==> config.mk <==
export PLATFORM = sky130hd
export DESIGN_NAME = tank_hit_ctrl
export DESIGN_NICKNAME = d
export VERILOG_FILES = /design/src/rtl/tank_hit_ctrl.sv
export SDC_FILE = /design/constraint.sdc
export NUM_CORES = 1
export LEC_CHECK = 0
export BUFFER_PORTS_ARGS = -buffer_cell sky130_fd_sc_hd__buf_2
export CORE_MARGIN = 2
export CORE_UTILIZATION = 50
export DETAILED_ROUTE_END_ITERATION = 7
export PLACE_DENSITY = 0.77
export SLEW_MARGIN = 20
export SYNTH_ARGS = -nofsm -noshare
export SYNTH_HDL_FRONTEND = slang
export SYNTH_SLANG_ARGS = --single-unit
==> constraint.sdc <==
create_clock -name Clk -period 2.97 [get_ports Clk]
set_input_delay 0.297 -clock Clk [delete_from_list [all_inputs] [get_ports Clk]]
set_output_delay 0.297 -clock Clk [all_outputs]
set_load 0.05 [all_outputs]
==> src/rtl/tank_hit_ctrl.sv <==
// Bullet-versus-tank hit detection, health bookkeeping and round sequencing for a
// two-player tank game. Hits are evaluated once per frame strobe while a round is in play.
module tank_hit_ctrl #(
   parameter int TANK_SIZE       = 32,
   parameter int BULLET_SIZE     = 16,
   parameter int MAX_HEALTH      = 3,
   parameter int HEALTH_W        = 2,
   parameter int COOLDOWN_FRAMES = 30
) (
   input  logic                Clk,
   input  logic                Reset,
   input  logic                frame_clk,
   input  logic                start,
   input  logic [9:0]          t1_X,
   input  logic [9:0]          t1_Y,
   input  logic [9:0]          t2_X,
   input  logic [9:0]          t2_Y,
   input  logic [9:0]          b1_X,
   input  logic [9:0]          b1_Y,
   input  logic [9:0]          b2_X,
   input  logic [9:0]          b2_Y,
   input  logic                b1_live,
   input  logic                b2_live,
   output logic [HEALTH_W-1:0] p1_health,
   output logic [HEALTH_W-1:0] p2_health,
   output logic                b1_kill,
   output logic                b2_kill,
   output logic                t1_flash,
   output logic                t2_flash,
   output logic [1:0]          game_state,
   output logic [1:0]          winner
);

   typedef enum logic [1:0] {
      S_IDLE = 2'b00,
      S_PLAY = 2'b01,
      S_OVER = 2'b10
   } state_t;

   state_t              r_state;
   logic                r_fc_hist;
   logic                r_tick;
   logic                r_start_hist;
   logic                r_start_pulse;
   logic [5:0]          r_cd1;
   logic [5:0]          r_cd2;
   logic [HEALTH_W-1:0] r_p1;
   logic [HEALTH_W-1:0] r_p2;
   logic                r_k1;
   logic                r_k2;
   logic [1:0]          r_winner;

   logic                w_hit1;
   logic                w_hit2;
   logic [HEALTH_W-1:0] w_p1_after;
   logic [HEALTH_W-1:0] w_p2_after;
   logic [5:0]          w_cd1_after;
   logic [5:0]          w_cd2_after;

   // Widened to 11 bits so box edges near the right/bottom of the screen never wrap.
   function automatic logic overlap(input logic [9:0] bx, input logic [9:0] by,
                                    input logic [9:0] tx, input logic [9:0] ty);
      return ({1'b0, bx} < ({1'b0, tx} + 11'(TANK_SIZE)))   &&
             (({1'b0, bx} + 11'(BULLET_SIZE)) > {1'b0, tx}) &&
             ({1'b0, by} < ({1'b0, ty} + 11'(TANK_SIZE)))   &&
             (({1'b0, by} + 11'(BULLET_SIZE)) > {1'b0, ty});
   endfunction

   assign w_hit2 = b1_live && overlap(b1_X, b1_Y, t2_X, t2_Y) && (r_cd2 == 6'd0);
   assign w_hit1 = b2_live && overlap(b2_X, b2_Y, t1_X, t1_Y) && (r_cd1 == 6'd0);

   assign w_p1_after  = (w_hit1 && r_p1 != '0) ? r_p1 - HEALTH_W'(1) : r_p1;
   assign w_p2_after  = (w_hit2 && r_p2 != '0) ? r_p2 - HEALTH_W'(1) : r_p2;
   assign w_cd1_after = w_hit1 ? 6'(COOLDOWN_FRAMES) : ((r_cd1 != 6'd0) ? r_cd1 - 6'd1 : 6'd0);
   assign w_cd2_after = w_hit2 ? 6'(COOLDOWN_FRAMES) : ((r_cd2 != 6'd0) ? r_cd2 - 6'd1 : 6'd0);

   always_ff @(posedge Clk) begin
      if (Reset) begin
         r_state       <= S_IDLE;
         r_fc_hist     <= 1'b0;
         r_tick        <= 1'b0;
         r_start_hist  <= 1'b0;
         r_start_pulse <= 1'b0;
         r_cd1         <= 6'd0;
         r_cd2         <= 6'd0;
         r_p1          <= HEALTH_W'(MAX_HEALTH);
         r_p2          <= HEALTH_W'(MAX_HEALTH);
         r_k1          <= 1'b0;
         r_k2          <= 1'b0;
         r_winner      <= 2'b00;
      end else begin
         r_fc_hist     <= frame_clk;
         r_tick        <= frame_clk & ~r_fc_hist;
         r_start_hist  <= start;
         r_start_pulse <= start & ~r_start_hist;
         r_k1          <= 1'b0;
         r_k2          <= 1'b0;
         case (r_state)
            S_IDLE: begin
               r_cd1 <= 6'd0;
               r_cd2 <= 6'd0;
               if (r_start_pulse) begin
                  r_p1     <= HEALTH_W'(MAX_HEALTH);
                  r_p2     <= HEALTH_W'(MAX_HEALTH);
                  r_winner <= 2'b00;
                  r_state  <= S_PLAY;
               end
            end
            S_PLAY: begin
               if (r_tick) begin
                  r_p1  <= w_p1_after;
                  r_p2  <= w_p2_after;
                  r_cd1 <= w_cd1_after;
                  r_cd2 <= w_cd2_after;
                  r_k1  <= w_hit2;
                  r_k2  <= w_hit1;
                  // Winner bits: bit1 set when P1 is out (P2 wins), bit0 when P2 is out.
                  if (w_p1_after == '0 || w_p2_after == '0) begin
                     r_winner <= {w_p1_after == '0, w_p2_after == '0};
                     r_state  <= S_OVER;
                  end
               end
            end
            S_OVER: begin
               r_cd1 <= 6'd0;
               r_cd2 <= 6'd0;
               if (r_start_pulse) begin
                  r_winner <= 2'b00;
                  r_state  <= S_IDLE;
               end
            end
            default: r_state <= S_IDLE;
         endcase
      end
   end

   assign p1_health  = r_p1;
   assign p2_health  = r_p2;
   assign b1_kill    = r_k1;
   assign b2_kill    = r_k2;
   assign t1_flash   = (r_state == S_PLAY) && (r_cd1 != 6'd0) && r_cd1[2];
   assign t2_flash   = (r_state == S_PLAY) && (r_cd2 != 6'd0) && r_cd2[2];
   assign game_state = r_state;
   assign winner     = r_winner;

endmodule

# Word level (Yosys, flattened, before mapping)
# Cells that the tools add are included.
# W data, S select, Z words.
dict set report totals {
  elab_cells 102
  output_inout_bits 12
  input_bits 86
  ff_bits 26
}
dict set report classes {
  order_cmp 8
  n_bitwise 6
  reduce_logical 34
  n_addsub 12
  n_eq_ne 7
  n_mux 23
}
# op count
set op_table {}
lappend op_table {{$add A10 B5 Y11 const B} 4}
lappend op_table {{$add A10 B6 Y11 const B} 4}
lappend op_table {{$gt A11 B10 Y1} 4}
lappend op_table {{$lt A10 B11 Y1} 4}
lappend op_table {{$mux W6} 6}
lappend op_table {{$pmux W6 S2} 2}
lappend op_table {{$mux W2} 11}
lappend op_table {{$logic_and A1 B1 Y1} 16}
lappend op_table {{$logic_not A6 Y1} 2}
lappend op_table {{$pmux W2 S2} 3}
lappend op_table {{$reduce_bool A6 Y1} 2}
lappend op_table {{$sub A6 B1 Y6 const B} 2}
lappend op_table {{$ne A2 B2 Y1 const B} 4}
lappend op_table {{$reduce_and A4 Y1} 2}
lappend op_table {{$reduce_bool A2 Y1} 4}
lappend op_table {{$logic_not A2 Y1} 3}
lappend op_table {{$pmux W2 S3} 1}
lappend op_table {{$not A1 Y1} 4}
lappend op_table {{$sub A2 B1 Y2 const B} 2}
lappend op_table {{$reduce_and A3 Y1} 1}
lappend op_table {{$reduce_or A3 Y1} 1}
lappend op_table {{$and A1 B1 Y1} 2}
lappend op_table {{$eq A2 B1 Y1 const B} 1}
lappend op_table {{$eq A2 B2 Y1 const B} 1}
lappend op_table {{4 further kinds} 4}

# Depth between registers and ports, before layout
dict set report depth {
  word_depth 14
  ltp_mapped 12
  depth_no_buf 12
}

# Worst setup path before layout
# No wires, ideal clock.
dict set report synth_path {
  path_kind {input port to flip-flop}
  start {in b2_Y[4]}
  end {reg r_p1[0], in the netlist p1_health[0]}
  path_stages 10
  n_path_buf 0
  setup_time_ps 120
  t_required_ps 2850
  arrival_ps 2476
  slack_ps 374
  path_cell_list {ha_1 > and3_1 > xor2_1 > ha_1 > o21a_1 > o32ai_1 > nor4_2 > nand4_1 > or4_1 > a211o_1}
}
dict set report synth_between {
  elab_chain_len 9
  elab_cells_between_ends 11
  cone_classes {add/sub (1); order compare (2); mux (3); reduce/logical (5)}
}
# item line
set synth_rtl {}
lappend synth_rtl {{start, declared} 21} ;# input logic [9:0] b2_Y,
lappend synth_rtl {{$add A10 B5 Y11 / $lt A10 B11 Y1 (equally long branches)} {66, 65}}
lappend synth_rtl {{$gt A11 B10 Y1 / $logic_and A1 B1 Y1 (equally long branches)} {66, 64}}
lappend synth_rtl {{$logic_and A1 B1 Y1 *} 65} ;# ({1'b0, by} < ({1'b0, ty} + 11'(TANK_SIZE))) &&
lappend synth_rtl {{$logic_and A1 B1 Y1 * (2 in a row)} 70} ;# assign w_hit1 = b2_live && overlap(b2_X, b2_Y, t1_X, t1_Y) && (r_cd1 == 6'd0);
lappend synth_rtl {{$logic_and A1 B1 Y1 *} 72} ;# assign w_p1_after = (w_hit1 && r_p1 != '0) ? r_p1 - HEALTH_W'(1) : r_p1;
lappend synth_rtl {{$mux W2 *} 72}
lappend synth_rtl {{$mux W2 *} 110} ;# if (r_tick) begin
lappend synth_rtl {{$pmux W2 S2 *} 98} ;# case (r_state)
lappend synth_rtl {{end signal, assigned} 86} ;# r_p1 <= HEALTH_W'(MAX_HEALTH);
lappend synth_rtl {{end signal, assigned} 103} ;# r_p1 <= HEALTH_W'(MAX_HEALTH);
lappend synth_rtl {{end signal, assigned} 111} ;# r_p1 <= w_p1_after;
lappend synth_rtl {{end, declared} 47} ;# logic [HEALTH_W-1:0] r_p1;
# Mark *: on every way between the ends. The rest lies on a longest branch, timed or not. The select of a mux whose other input is x is not followed.
# A chain may end at the register's enable or synchronous reset.

# Worst setup path in the final report
dict set report layout_path {
  start {in b1_Y[4]}
  end {reg r_state[0], in the netlist game_state[0]}
}
dict set report layout_between {
  elab_chain_len 11
  elab_cells_between_ends 13
  cone_classes {add/sub (1); order compare (2); eq/ne (1); mux (1); reduce/logical (8)}
}
# item line
set layout_rtl {}
lappend layout_rtl {{start, declared} 19} ;# input logic [9:0] b1_Y,
lappend layout_rtl {{$add A10 B5 Y11 / $lt A10 B11 Y1 (equally long branches)} {66, 65}}
lappend layout_rtl {{$gt A11 B10 Y1 / $logic_and A1 B1 Y1 (equally long branches)} {66, 64}}
lappend layout_rtl {{$logic_and A1 B1 Y1 *} 65}
lappend layout_rtl {{$logic_and A1 B1 Y1 * (2 in a row)} 69} ;# assign w_hit2 = b1_live && overlap(b1_X, b1_Y, t2_X, t2_Y) && (r_cd2 == 6'd0);
lappend layout_rtl {{$logic_and A1 B1 Y1 *} 73} ;# assign w_p2_after = (w_hit2 && r_p2 != '0) ? r_p2 - HEALTH_W'(1) : r_p2;
lappend layout_rtl {{$mux W2 *} 73}
lappend layout_rtl {{$logic_not A2 Y1 *} 118} ;# if (w_p1_after == '0 || w_p2_after == '0) begin
lappend layout_rtl {{$logic_or A1 B1 Y1 *} 118}
lappend layout_rtl {{$ne A2 B2 Y1 (no line) *} --}
lappend layout_rtl {{$reduce_and A4 Y1 (no line) *} --}
lappend layout_rtl {{end signal, assigned} 120} ;# r_state <= S_OVER;
lappend layout_rtl {{end signal, assigned} 129} ;# r_state <= S_IDLE;
lappend layout_rtl {{end signal, assigned} 132} ;# default: r_state <= S_IDLE;
lappend layout_rtl {{end, declared} 40} ;# state_t r_state;
# Mark *: on every way between the ends. The rest lies on a longest branch, timed or not.

==> results.sh <==
export IMPL_worstRegToRegCells=9
export IMPL_final_hold_viol_count=0
export IMPL_totalWireLength_mm=8.15
export IMPL_synthesis_warning_total=0
export IMPL_p_int_uw=641
export IMPL_category_of_the_critical_setup_timing_path="input port to flop"
export IMPL_drtIter0Drc=102
export IMPL_globalplace_congestion=0.945
export IMPL_comb_power_share_pct=43.8
export IMPL_grt_pass1_vias=3405
export IMPL_crit_arrival_ns=2.94
export IMPL_clock_sinks=26
export IMPL_final_min_clock_period_ns=2.76
export IMPL_run_status="complete, no violations"
export IMPL_crit_path_end="game_state[0]$_SDFFE_PP0P_"
export IMPL_post_cts_resized=0
export IMPL_drt_wirelength_per_cell_um=12.4
export IMPL_rsz0062_at_grt="false"
export IMPL_start_kind="input port"
export IMPL_antenna_diode_count=0
export IMPL_ant_nets=0
export IMPL_cts_repair_timing_setup_buffer_count=0
export IMPL_clkPwrFrac_pct=20.0
export IMPL_path_max_fanout=5
export IMPL_synthDistinctLibCells=47
export IMPL_placedInstanceArea_sq_um=4090
export IMPL_wire_length_of_the_first_global_routing_pass_mm=13.8
export IMPL_post_route_cell_area_sq_um=4130
export IMPL_power_density_nw_per_um2=238
export IMPL_number_of_optimization_iterations_in_the_first_detailed_route_pass=4
export IMPL_clock_fmax_ghz=0.363
export IMPL_hp_class="input port to flop"
export IMPL_grt_usage_pct=21.4
export IMPL_netSwitchingFraction_pct=34.8
export IMPL_clkTransAtPathRegs_ns=0.09
export IMPL_max_cap_viol_count=0
export IMPL_routed_via_count=3624
export IMPL_regToRegSetupSlack_ns=0.72
export IMPL_synth_seq_cells=26
export IMPL_ir_drop_mv=0.309
export IMPL_max_clock_path_buffers=2
export IMPL_syn_to_final_growth_pct=18.3
export IMPL_end_kind="flop"
export IMPL_cp_data_required_time_ns=3.15
export IMPL_floorplan_core_area_sq_um=6790
export IMPL_totalNegativeSetupSlack_ns=0
export IMPL_dp_final_hpwl_mm=7.00
export IMPL_postSynth_asyncResetShare_pct=0
export IMPL_grt_start_max_net_pins=23
export IMPL_post_route_cells_drive_above_1_share_pct=18.9
export IMPL_initial_utilization_pct=51.4
export IMPL_switchingPower_uw=343
export IMPL_placement_io_buffers=97
export IMPL_remaining_drc_errors=0
export IMPL_cts_tree="yes"
export IMPL_yosysMostFrequentCell="sky130_fd_sc_hd__ha_1"
export IMPL_postSynthCellCount=465
export IMPL_avgViaCountPerCell=5.51
export IMPL_postSynthAreaPerCell_sq_um=7.52
export IMPL_portion_of_the_post_synthesis_area_used_by_sequential_elements_pct=14.9
export IMPL_htree_levels=1
export IMPL_row_count=30
export IMPL_numCtsBuffers=3
export IMPL_cts_hold_repair_buffers=0
export IMPL_fin_nets=728
export IMPL_antenna_found_initial=0
export IMPL_synth_area_leader_cell="sky130_fd_sc_hd__ha_1"
export IMPL_cellLeakagePower_uw=0.00215
export IMPL_r2r_start="r_cd2[0]$_SDFFE_PP0P_"
export IMPL_ys_top_cells_by_area="sky130_fd_sc_hd__ha_1, sky130_fd_sc_hd__dfxtp_1, sky130_fd_sc_hd__inv_1, sky130_fd_sc_hd__xnor2_1, sky130_fd_sc_hd__nand3_1"
export IMPL_max_slew_margin_pct=53.9
export IMPL_die_area_sq_um=7670
export IMPL_fp_dieW_um=87.6
export IMPL_slew_violations=0
export IMPL_postSynth_topFlopCell="sky130_fd_sc_hd__dfxtp_1"
export IMPL_cts_root_buffer="sky130_fd_sc_hd__clkbuf_8"
export IMPL_finalClockSkew_ns=0.00605
export IMPL_post_synth_instance_area_sq_um=3490
export IMPL_report_power_total_uw=984
export IMPL_post_synth_most_frequent_cells="sky130_fd_sc_hd__ha_1, sky130_fd_sc_hd__inv_1, sky130_fd_sc_hd__nand3_1"
export IMPL_worstReg2RegEnd="game_state[0]$_SDFFE_PP0P_"
export IMPL_critical_path_startpoint="b1_Y[4]"
export IMPL_seqPwrFrac_pct=36.1
export IMPL_globalRouteOverflowTotal=0
export IMPL_yosysTopAreaCellShare_pct=27.9
export IMPL_postSynthNetCount=629
export IMPL_finalCritPeriodShare_pct=92.8
export IMPL_setup_violations_final=0
export IMPL_number_of_flops_mapped_to_enable_cells_by_yosys=0
export IMPL_die_height_um=87.6
export IMPL_slew_worst_pin_ns=0.689
export IMPL_ios=98
export IMPL_insertion_delay_ns=0.27
-- worst min path at each step --
stage	slack, ns	startpoint	cells past startpoint	end
after global routing	0.29	start	2	r_start_hist$_SDFF_PP0_
after global placement	0.37	r_start_hist$_SDFF_PP0_	1	r_start_pulse$_SDFF_PP0_
final	0.27	frame_clk	2	r_fc_hist$_SDFF_PP0_
after floorplan	0.37	r_start_hist$_SDFF_PP0_	1	r_start_pulse$_SDFF_PP0_
after detailed placement	0.37	r_fc_hist$_SDFF_PP0_	1	r_tick$_SDFF_PP0_
after CTS	0.28	frame_clk	2	r_fc_hist$_SDFF_PP0_
-- critical path, stage by stage --
cell and delay, ns:
sky130_fd_sc_hd__buf_2 0.12, sky130_fd_sc_hd__ha_1 0.18, sky130_fd_sc_hd__nand3_1 0.12, sky130_fd_sc_hd__xnor2_1 0.15
sky130_fd_sc_hd__ha_1 0.29, sky130_fd_sc_hd__a21o_1 0.15, sky130_fd_sc_hd__a2111oi_0 0.48, sky130_fd_sc_hd__a22oi_1 0.21
sky130_fd_sc_hd__nand4_1 0.20, sky130_fd_sc_hd__mux2i_1 0.40, sky130_fd_sc_hd__a21oi_1 0.11, sky130_fd_sc_hd__nor4_1 0.22
-- layer usage --
metal  track usage [%]  part of all wire (%)  vias to the layer above  routed length [um]
met3              3.58                   5.3                       14                 434
met5                 0                     0                        -                   0
li1                  -                     -                     1862                   -
met2              38.8                    47                       94                3860
met1              26.5                    46                     1654                3730
met4              4.62                   1.5                        0                 121
-- power by group through the flow --
stage / Combinational [uW] / Sequential [uW] / Clock, uW
global route: 492 / 356 / 217
floorplan: 275 / 366 / 0
detailed placement: 430 / 364 / 0
finish: 431 / 355 / 197
CTS: 433 / 356 / 204
global placement: 414 / 364 / 0
-- cell usage in the layout (no fill, tap or decap), types with 14 or more instances in the layout --
| cell type | netlist | routed |
|---|---|---|
| sky130_fd_sc_hd__xnor2_1 | 21 | 21 |
| sky130_fd_sc_hd__o21ai_0 | 14 | 14 |
| sky130_fd_sc_hd__nor2_1 | 34 | 34 |
| sky130_fd_sc_hd__a21oi_1 | 29 | 29 |
| sky130_fd_sc_hd__nand3_1 | 35 | 35 |
| sky130_fd_sc_hd__buf_2 | 0 | 97 |
| sky130_fd_sc_hd__nand2_1 | 29 | 29 |
| sky130_fd_sc_hd__inv_1 | 62 | 62 |
| sky130_fd_sc_hd__dfxtp_1 | 26 | 26 |
| sky130_fd_sc_hd__ha_1 | 78 | 78 |
-- registers in the layout (all words and copies together) (netlist names) --
register,count
r_cd1,6
r_cd2,6
game_state,2
p1_health,2
p2_health,2
winner,2
b1_kill,1
b2_kill,1
r_fc_hist,1
r_start_hist,1
r_start_pulse,1
r_tick,1
-- kinds of logic after synthesis --
group / share of synthesized area (%)
adder cells (fa/ha/maj): 27.9
AND/OR/NAND/NOR: 22.7
XOR/XNOR: 7.02
flip-flops: 14.9
multiplexers: 0.573
buffers and inverters: 7.41
AO/OA/AOI/OAI: 19.5
-- cell type report --
| cell class | count | area, sq um |
|---|---|---|
| fill | 646 | 2660 |
| tap | 96 | 120 |
| timing repair buffer | 98 | 493 |
| inverter | 65 | 244 |
| clock buffer | 3 | 41.3 |
| sequential | 26 | 520 |
| multi-input combinational | 370 | 2720 |
-- metrics by stage --
stage / hold slack (ns) / std cells / worst slack [ns] / util, %
final: 0.274 / 658 / 0.214 / 60.8
after global placement: 0.373 / 655 / 0.123 / 60.2
after detailed placement: 0.374 / 655 / 0.0102 / 60.2
after floorplan: 0.367 / 465 / 0.374 / -
after global routing: 0.288 / 658 / 0.0648 / 60.8
after CTS: 0.278 / 658 / 0.288 / 60.8
Power figures use the tool's default switching activity.
